===== config.mk =====
export PLATFORM = sky130hd
export DESIGN_NAME = mc_ctrl_fsm_flat
export DESIGN_NICKNAME = d
export VERILOG_FILES = /design/src/rtl/mc_ctrl_fsm_if.sv /design/src/rtl/mc_ctrl_fsm.sv /design/src/flat_wrapper.sv
export SDC_FILE = /design/constraint.sdc
export NUM_CORES = 1
export LEC_CHECK = 0
export CORE_ASPECT_RATIO = 0.75
export CORE_MARGIN = 2
export CORE_UTILIZATION = 39
export CTS_CLUSTER_DIAMETER = 100
export CTS_CLUSTER_SIZE = 30
export DETAILED_ROUTE_END_ITERATION = 8
export PLACE_DENSITY = 0.76
export SETUP_SLACK_MARGIN = 0.3
export SKIP_CTS_REPAIR_TIMING = 1
export SLEW_MARGIN = 20
export SYNTH_ARGS = -nofsm -noshare
export SYNTH_HDL_FRONTEND = slang
export SYNTH_SLANG_ARGS = --single-unit

===== constraint.sdc =====
create_clock -name clk -period 1.78 [get_ports clk]
set_input_delay 0.356 -clock clk [delete_from_list [all_inputs] [get_ports clk]]
set_output_delay 0.356 -clock clk [all_outputs]
set_load 0.1 [all_outputs]

===== src/rtl/mc_ctrl_fsm_if.sv =====
// Control bundle between the multicycle main controller and the datapath.
// slave: controller side (op/funct/zero in, controls out); master: datapath side.
interface mc_ctrl_fsm_if;
    logic [5:0] op;
    logic [5:0] funct;
    logic       zero;
    logic       i_or_d;
    logic       ireg_enab;
    logic       mem_write;
    logic       pc_enab;
    logic [1:0] pc_src;
    logic       mem_to_reg;
    logic       reg_dst;
    logic       reg_write;
    logic       alu_srcA;
    logic [1:0] alu_srcB;
    logic       imm_zext;
    logic [2:0] alu_ctrl_sig;
    logic       illegal;
    logic [3:0] state_o;

    modport slave (
        input  op, funct, zero,
        output i_or_d, ireg_enab, mem_write, pc_enab, pc_src,
        output mem_to_reg, reg_dst, reg_write, alu_srcA, alu_srcB,
        output imm_zext, alu_ctrl_sig, illegal, state_o
    );

    modport master (
        output op, funct, zero,
        input  i_or_d, ireg_enab, mem_write, pc_enab, pc_src,
        input  mem_to_reg, reg_dst, reg_write, alu_srcA, alu_srcB,
        input  imm_zext, alu_ctrl_sig, illegal, state_o
    );
endinterface


===== src/rtl/mc_ctrl_fsm.sv =====
// Multicycle MIPS main controller: Moore FSM + ALU decode, memory wait states,
// sticky illegal-op trap. Ports: clk, reset (sync, high), bus (slave modport).
module mc_ctrl_fsm #(
    parameter int unsigned MEM_LAT = 0,
    parameter bit          EXT_EN  = 1'b1
) (
    input  logic          clk,
    input  logic          reset,
    mc_ctrl_fsm_if.slave  bus
);
    typedef enum logic [3:0] {
        S_FETCH   = 4'd0,  S_DECODE  = 4'd1,  S_MEMADR  = 4'd2,
        S_MEMRD   = 4'd3,  S_MEMWB   = 4'd4,  S_MEMWR   = 4'd5,
        S_RTYPEEX = 4'd6,  S_RTYPEWB = 4'd7,  S_BRANCH  = 4'd8,
        S_IMMEX   = 4'd9,  S_IMMWB   = 4'd10, S_JUMP    = 4'd11
    } state_e;

    localparam logic [3:0] LAT = 4'(MEM_LAT);
    localparam logic [2:0] A_AND = 3'b000, A_OR = 3'b001, A_ADD = 3'b010;
    localparam logic [2:0] A_SUB = 3'b110, A_SLT = 3'b111;

    state_e     state_q, state_d;
    logic [3:0] wait_q, wait_d;
    logic       illegal_q, illegal_d;

    logic is_lw, is_sw, is_r, is_beq, is_bne;
    logic is_addi, is_andi, is_ori, is_j;
    logic f_ok, mem_st, dwell_done;
    logic [2:0] r_alu, i_alu;

    assign is_lw   = bus.op == 6'b100011;
    assign is_sw   = bus.op == 6'b101011;
    assign is_r    = bus.op == 6'b000000;
    assign is_beq  = bus.op == 6'b000100;
    assign is_bne  = EXT_EN && bus.op == 6'b000101;
    assign is_addi = EXT_EN && bus.op == 6'b001000;
    assign is_andi = EXT_EN && bus.op == 6'b001100;
    assign is_ori  = EXT_EN && bus.op == 6'b001101;
    assign is_j    = EXT_EN && bus.op == 6'b000010;

    always_comb begin
        f_ok  = 1'b1;
        r_alu = 3'b000;
        unique case (bus.funct)
            6'b100000: r_alu = A_ADD;
            6'b100010: r_alu = A_SUB;
            6'b100100: r_alu = A_AND;
            6'b100101: r_alu = A_OR;
            6'b101010: r_alu = A_SLT;
            default:   f_ok  = 1'b0;
        endcase
    end

    assign i_alu = is_andi ? A_AND : (is_ori ? A_OR : A_ADD);

    // Only the memory states dwell; elsewhere the counter sits at zero.
    assign mem_st     = state_q == S_FETCH || state_q == S_MEMRD ||
                        state_q == S_MEMWR;
    assign dwell_done = wait_q == LAT;

    always_ff @(posedge clk) begin
        if (reset) begin
            state_q   <= S_FETCH;
            wait_q    <= 4'd0;
            illegal_q <= 1'b0;
        end else begin
            state_q   <= state_d;
            wait_q    <= wait_d;
            illegal_q <= illegal_d;
        end
    end

    always_comb begin
        state_d   = state_q;
        wait_d    = 4'd0;
        illegal_d = illegal_q;
        if (mem_st && !dwell_done) begin
            wait_d = wait_q + 4'd1;
        end else begin
            unique case (state_q)
                S_FETCH:  state_d = S_DECODE;
                S_DECODE: begin
                    unique case (1'b1)
                        is_lw, is_sw:               state_d = S_MEMADR;
                        is_r:                       state_d = S_RTYPEEX;
                        is_beq, is_bne:             state_d = S_BRANCH;
                        is_addi, is_andi, is_ori:   state_d = S_IMMEX;
                        is_j:                       state_d = S_JUMP;
                        default: begin
                            illegal_d = 1'b1;
                            state_d   = S_FETCH;
                        end
                    endcase
                end
                S_MEMADR:  state_d = is_lw ? S_MEMRD : S_MEMWR;
                S_MEMRD:   state_d = S_MEMWB;
                S_RTYPEEX: begin
                    state_d = f_ok ? S_RTYPEWB : S_FETCH;
                    if (!f_ok) illegal_d = 1'b1;
                end
                S_IMMEX:   state_d = S_IMMWB;
                default:   state_d = S_FETCH;
            endcase
        end
    end

    logic ireg_c, memw_c, pce_c, regw_c;

    always_comb begin
        bus.i_or_d       = 1'b0;
        bus.pc_src       = 2'b00;
        bus.mem_to_reg   = 1'b0;
        bus.reg_dst      = 1'b0;
        bus.alu_srcA     = 1'b0;
        bus.alu_srcB     = 2'b00;
        bus.imm_zext     = 1'b0;
        bus.alu_ctrl_sig = 3'b000;
        ireg_c           = 1'b0;
        memw_c           = 1'b0;
        pce_c            = 1'b0;
        regw_c           = 1'b0;
        unique case (state_q)
            S_FETCH: begin
                bus.alu_srcB     = 2'b01;
                bus.alu_ctrl_sig = A_ADD;
                ireg_c           = dwell_done;
                pce_c            = dwell_done;
            end
            S_DECODE: begin
                bus.alu_srcB     = 2'b11;
                bus.alu_ctrl_sig = A_ADD;
            end
            S_MEMADR: begin
                bus.alu_srcA     = 1'b1;
                bus.alu_srcB     = 2'b10;
                bus.alu_ctrl_sig = A_ADD;
            end
            S_MEMRD: bus.i_or_d = 1'b1;
            S_MEMWB: begin
                bus.mem_to_reg = 1'b1;
                regw_c         = 1'b1;
            end
            S_MEMWR: begin
                bus.i_or_d = 1'b1;
                memw_c     = dwell_done;
            end
            S_RTYPEEX: begin
                bus.alu_srcA     = 1'b1;
                bus.alu_ctrl_sig = r_alu;
            end
            S_RTYPEWB: begin
                bus.reg_dst = 1'b1;
                regw_c      = 1'b1;
            end
            S_BRANCH: begin
                bus.alu_srcA     = 1'b1;
                bus.alu_ctrl_sig = A_SUB;
                bus.pc_src       = 2'b01;
                pce_c            = is_beq ? bus.zero : ~bus.zero;
            end
            S_IMMEX: begin
                bus.alu_srcA     = 1'b1;
                bus.alu_srcB     = 2'b10;
                bus.alu_ctrl_sig = i_alu;
                bus.imm_zext     = is_andi | is_ori;
            end
            S_IMMWB: begin
                bus.alu_ctrl_sig = i_alu;
                bus.imm_zext     = is_andi | is_ori;
                regw_c           = 1'b1;
            end
            S_JUMP: begin
                bus.pc_src = 2'b10;
                pce_c      = 1'b1;
            end
            default: ;
        endcase
    end

    // Reset cycle must never commit a partial instruction.
    assign bus.ireg_enab = ireg_c & ~reset;
    assign bus.mem_write = memw_c & ~reset;
    assign bus.pc_enab   = pce_c & ~reset;
    assign bus.reg_write = regw_c & ~reset;
    assign bus.illegal   = illegal_q;
    assign bus.state_o   = state_q;
endmodule


===== src/flat_wrapper.sv =====
// flat-port wrapper written by rule: the top's interface ports become plain ports
module mc_ctrl_fsm_flat 
#(
    parameter int unsigned MEM_LAT = 0,
    parameter bit          EXT_EN  = 1'b1
)
  (clk, reset, bus_op, bus_funct, bus_zero, bus_i_or_d, bus_ireg_enab, bus_mem_write, bus_pc_enab, bus_pc_src, bus_mem_to_reg, bus_reg_dst, bus_reg_write, bus_alu_srcA, bus_alu_srcB, bus_imm_zext, bus_alu_ctrl_sig, bus_illegal, bus_state_o);
  mc_ctrl_fsm_if bus_i ();
  input  logic clk;
  input  logic reset;
  input wire logic [$bits(bus_i.op)-1:0] bus_op;
  input wire logic [$bits(bus_i.funct)-1:0] bus_funct;
  input wire logic [$bits(bus_i.zero)-1:0] bus_zero;
  output wire logic [$bits(bus_i.i_or_d)-1:0] bus_i_or_d;
  output wire logic [$bits(bus_i.ireg_enab)-1:0] bus_ireg_enab;
  output wire logic [$bits(bus_i.mem_write)-1:0] bus_mem_write;
  output wire logic [$bits(bus_i.pc_enab)-1:0] bus_pc_enab;
  output wire logic [$bits(bus_i.pc_src)-1:0] bus_pc_src;
  output wire logic [$bits(bus_i.mem_to_reg)-1:0] bus_mem_to_reg;
  output wire logic [$bits(bus_i.reg_dst)-1:0] bus_reg_dst;
  output wire logic [$bits(bus_i.reg_write)-1:0] bus_reg_write;
  output wire logic [$bits(bus_i.alu_srcA)-1:0] bus_alu_srcA;
  output wire logic [$bits(bus_i.alu_srcB)-1:0] bus_alu_srcB;
  output wire logic [$bits(bus_i.imm_zext)-1:0] bus_imm_zext;
  output wire logic [$bits(bus_i.alu_ctrl_sig)-1:0] bus_alu_ctrl_sig;
  output wire logic [$bits(bus_i.illegal)-1:0] bus_illegal;
  output wire logic [$bits(bus_i.state_o)-1:0] bus_state_o;
  assign bus_i.op = bus_op;
  assign bus_i.funct = bus_funct;
  assign bus_i.zero = bus_zero;
  assign bus_i_or_d = bus_i.i_or_d;
  assign bus_ireg_enab = bus_i.ireg_enab;
  assign bus_mem_write = bus_i.mem_write;
  assign bus_pc_enab = bus_i.pc_enab;
  assign bus_pc_src = bus_i.pc_src;
  assign bus_mem_to_reg = bus_i.mem_to_reg;
  assign bus_reg_dst = bus_i.reg_dst;
  assign bus_reg_write = bus_i.reg_write;
  assign bus_alu_srcA = bus_i.alu_srcA;
  assign bus_alu_srcB = bus_i.alu_srcB;
  assign bus_imm_zext = bus_i.imm_zext;
  assign bus_alu_ctrl_sig = bus_i.alu_ctrl_sig;
  assign bus_illegal = bus_i.illegal;
  assign bus_state_o = bus_i.state_o;
  mc_ctrl_fsm #(.MEM_LAT(MEM_LAT), .EXT_EN(EXT_EN)) u_core (.clk(clk), .reset(reset), .bus(bus_i));
endmodule

==> results of run 1 <==
==> stage by stage <==
stage	hold slack, ns	TNS, ns	instance area, µm²	instances
2_1_floorplan	0.430	-5.23	1270	126
3_3_place_gp	0.503	-3.49	1980	213
3_5_place_dp	0.541	-3.87	1980	213
4_1_cts	0.552	-3.70	2000	217
==> kinds of logic after synthesis <==
family / Yosys count / share of synthesized area
xor+xnor: 4 / 0.0379
fa+ha+maj: 3 / 0.0379
buf+inv: 18 / 0.0827
flops: 9 / 0.195
mux: 2 / 0.0217
compound gates: 29 / 0.238
simple gates: 61 / 0.386
==> cell usage after synthesis (2+ instances only) <==
master,number
nor2_1,17
dfxtp_1,9
inv_1,9
nor3_1,7
nand2b_1,6
o21ai_0,5
a21oi_1,4
buf_2,4
nand2_1,4
nand3_1,4
clkbuf_1,3
nand4_1,3
or3_1,3
xnor2_1,3
a31oi_1,2
ha_1,2
mux2i_1,2
nor2b_1,2
nor3b_1,2
nor4b_1,2
o21a_1,2
==> impl_metrics.tcl, run 1 <==
set metrics [dict create \
    yosysTopAreaCell "dfxtp_1" \
    postGrtWorstEndpoint "bus_pc_enab" \
    synthArstFlopShare 0 \
    pre_cts_ws_ns -0.858 \
    syn_nets 143 \
    dpl.hpwl_mm 2.79 \
    netlist_top_cells_area "dfxtp_1, nor2_1, nand2b_1, nor3_1, inv_1" \
    gp_congestion 0.933 \
    clock_path_buffers 2 \
    outcome "did not finish" \
    ys.flop_type "dfxtp_1" \
    failed_stage "global routing" \
    num_rows 15 \
    syn_area_per_cell_um2 7.33 \
    seq_area_frac_synth 0.195 \
    syn_inst 126 \
    numCtsBuffers 3 \
    ys_seq_elements 9 \
    error_line "[ERROR DPL-0038] Utilization greater than 100%, impossible to legalize" \
    h-tree-depth 1 \
    start_util 0.407 \
    yosysWarnings 0 \
    ios 36 \
    synth_cell_types 52 \
    clock-sinks 9 \
    portBuffers 35 \
    synth_edf_count 0 \
    endpoint_type "output port" \
    synth_area_um2 923 \
    die_h_um 46.1 \
    root_buffer "clkbuf_4" \
    die_x_um 60.2 \
    synth_top_area_share 0.195 \
    grt_max_degree 20 \
]
==> inputs of run 2 (changes only) <==
CORE_AREA = 2 2 63 65   (was default)
CORE_ASPECT_RATIO = default   (was 0.75)
CORE_MARGIN = default   (was 2)
CORE_UTILIZATION = default   (was 39)
CTS_CLUSTER_DIAMETER = default   (was 100)
CTS_CLUSTER_SIZE = default   (was 30)
DIE_AREA = 0 0 65 67   (was default)
PLACE_DENSITY = default   (was 0.76)
PLACE_DENSITY_LB_ADDON = 0.15   (was default)
SETUP_SLACK_MARGIN = default   (was 0.3)
clock period = 2.31 ns   (was 1.78 ns; I/O delays follow)
==> run 2 against run 1 <==
  * The flow now finishes, with violations (setup timing)
  * Synthesized cell count is the same
  * Synthesized area is the same
==> impl_metrics.tcl, run 2 <==
set metrics [dict create \
    multi_input_area_um2 838 \
    crit_fanout 4 \
    fmax_mhz 397 \
    placement.cell_area_um2 1710 \
    grt_pass1_vias 1109 \
    p_per_area_nw_per_um2 362 \
    cp_slowest_cell "or4b_4" \
    drt_iter0_markers 41 \
    die_h_um 67 \
    h-tree-depth 1 \
    cp-end-kind "output port" \
    wl_per_cell_um 14.1 \
    netlist_top_cells_area "dfxtp_1, nor2_1, nand2b_1, nor3_1, inv_1" \
    grt_usage 0.144 \
    routed_wl_mm 3.07 \
    core-area_um2 3610 \
    register_area_um2 195 \
    seq_area_frac_synth 0.195 \
    hp-class "reg -> reg" \
    yosys.area_share.simple 0.386 \
    start_util 0.256 \
    clock_latency_ns 0.23 \
    drt-pass1-iter-count 4 \
    post-route-period-util 1.09 \
    synth_xor_area_frac 0.0379 \
    crit_chain "buf_6, or4b_4, o31ai_4, nand4_1, a311oi_4, buf_12" \
    antenna_found_initial 0 \
    required_ns 1.85 \
    power.internal_uw 387 \
    power.share.clock 0.283 \
    synth_area_um2 923 \
    area_growth_pct 93.0 \
    ys.flop_type "dfxtp_1" \
    synthArstFlopShare 0 \
    clock-sinks 9 \
    grt_max_degree 23 \
    mostFrequentLayoutCells "buf_4, buf_12, nor2_1" \
    ys_seq_elements 9 \
    drive_above_1_share 0.394 \
    portBuffers 35 \
    drc 0 \
    synth_top_family_by_area "simple AND/OR/NAND/NOR gates" \
    drv_slew 0 \
    worst_pin_slew_ns 0.490 \
    irDropWorstVdd_mv 0.130 \
    syn_area_per_cell_um2 7.33 \
    num_rows 22 \
    antenna-diode-count 0 \
    synthAdderAreaFrac 0.0379 \
    combinationalPowerShare 0.439 \
    grt_first_pass_wirelength_mm 5.03 \
    synth_compound_area_frac 0.238 \
    fin_skew_ns 0.000565 \
    crit_type "in -> out" \
    cts_tree "built" \
    finalInstanceArea_um2 1780 \
    cp-startpoint "bus_op[4]" \
    dpl.hpwl_mm 2.44 \
    clk_pin_slew_ns 0.05 \
    die_x_um 65 \
    ant_nets 0 \
    final.min_clock_period_ns 2.52 \
    gp_congestion 0.907 \
    synth_top_area_share 0.195 \
    outcome "finished, violations left" \
    setup_ws_ns -0.207 \
    syn_inst 126 \
    hp-start "u_core.wait_q[0]" \
    crit_path_max_incr_delay_ns 0.56 \
    p_sw_frac 0.400 \
    fillers 343 \
    synth_mux_area_frac 0.0217 \
    instances_no_fill 218 \
    dp_cells 213 \
    p_seq_frac 0.279 \
    violations "setup timing" \
    p_leak_uw 0.000654 \
    synth_cell_types 52 \
    rsz0062_at_grt "yes" \
    fin_util 0.494 \
    arrival_ns 2.06 \
    via_count 1136 \
    setup_viol 3 \
    p_sw_uw 258 \
    yosysWarnings 0 \
    grt_overflow 0 \
    slew_headroom 0.673 \
    syn_nets 143 \
    post-synth-top-count-cell "nor2_1" \
    final_common_cell "buf_4" \
    synthTopCellsByCount "nor2_1, dfxtp_1, inv_1, nor3_1, nand2b_1" \
    nets 188 \
    die_area_um2 4360 \
    clock_path_buffers 2 \
    synth_edf_count 0 \
    cap_violations 0 \
    ios 36 \
    hold_viol_final 0 \
    numCtsBuffers 3 \
    root_buffer "clkbuf_8" \
    startpoint_type "primary input" \
    yosysTopAreaCell "dfxtp_1" \
    vias_per_cell 5.21 \
    r2r-start "u_core.wait_q[0]" \
]
run 2: cell counts after synthesis:
No cell type changed its count.
run 2: area by class of cell:
class	instances	share of cell area
Inverter	9	0.0190
Tap cell	48	0.0337
Multi-Input combinational cell	99	0.471
Sequential cell	9	0.110
Timing Repair Buffer	49	0.342
Clock buffer	4	0.0253
run 2: power by group through the flow:
stage	sequential, µW	clock [µW]	combinational [µW]
after detailed placement	183	0	280
after global placement	183	0	277
final	180	182	283
after floorplan	206	0	153
after CTS	180	183	281
after global routing	182	193	295
run 2: critical path: cells and delay by family:
family | cells | cell delay [ns]
AOI/OAI and AO/OA | 2 | 0.55
buffers and inverters | 2 | 0.30
and+or+nand+nor | 2 | 0.73
run 2: cell families (layout without fill, tap and decap cells):
logic type / count (synthesis) / in the layout
and+or+nand+nor: 61 / 61
AOI/OAI and AO/OA: 29 / 29
buffers and inverters: 18 / 62
DFF: 9 / 9
xor gates and xnor gates: 4 / 4
adders and majority gates: 3 / 3
muxes: 2 / 2
run 2: stage by stage:
stage / setup TNS, ns / setup WS, ns / hold WS, ns / power, µW
after floorplan: -2.34 / -0.862 / 0.430 / 359
after global placement: -1.49 / -0.475 / 0.443 / 460
after detailed placement: -1.60 / -0.490 / 0.456 / 463
after CTS: -1.62 / -0.493 / 0.466 / 644
after global routing: -0.487 / -0.252 / 0.502 / 670
final: -0.296 / -0.207 / 0.461 / 645
run 2: per-layer routing:
metal,part of all wire,vias to the layer above,global-route usage
met5,0,-,0
met4,0,0,0.0133
met3,0.046,0,0.0186
met2,0.51,33,0.269
met1,0.45,539,0.182
li1,-,564,-
run 2: final timing paths:
kind | slack [ns] | cells past startpoint | to
setup reg to reg | 0.32 | 7 | u_core.bus.state_o[2]
setup / recovery | -0.21 | 6 | bus_pc_enab
hold reg to reg | 0.46 | 1 | u_core.wait_q[0]
hold / removal | 0.46 | 1 | u_core.wait_q[0]
(Power assumes the default switching activity.)
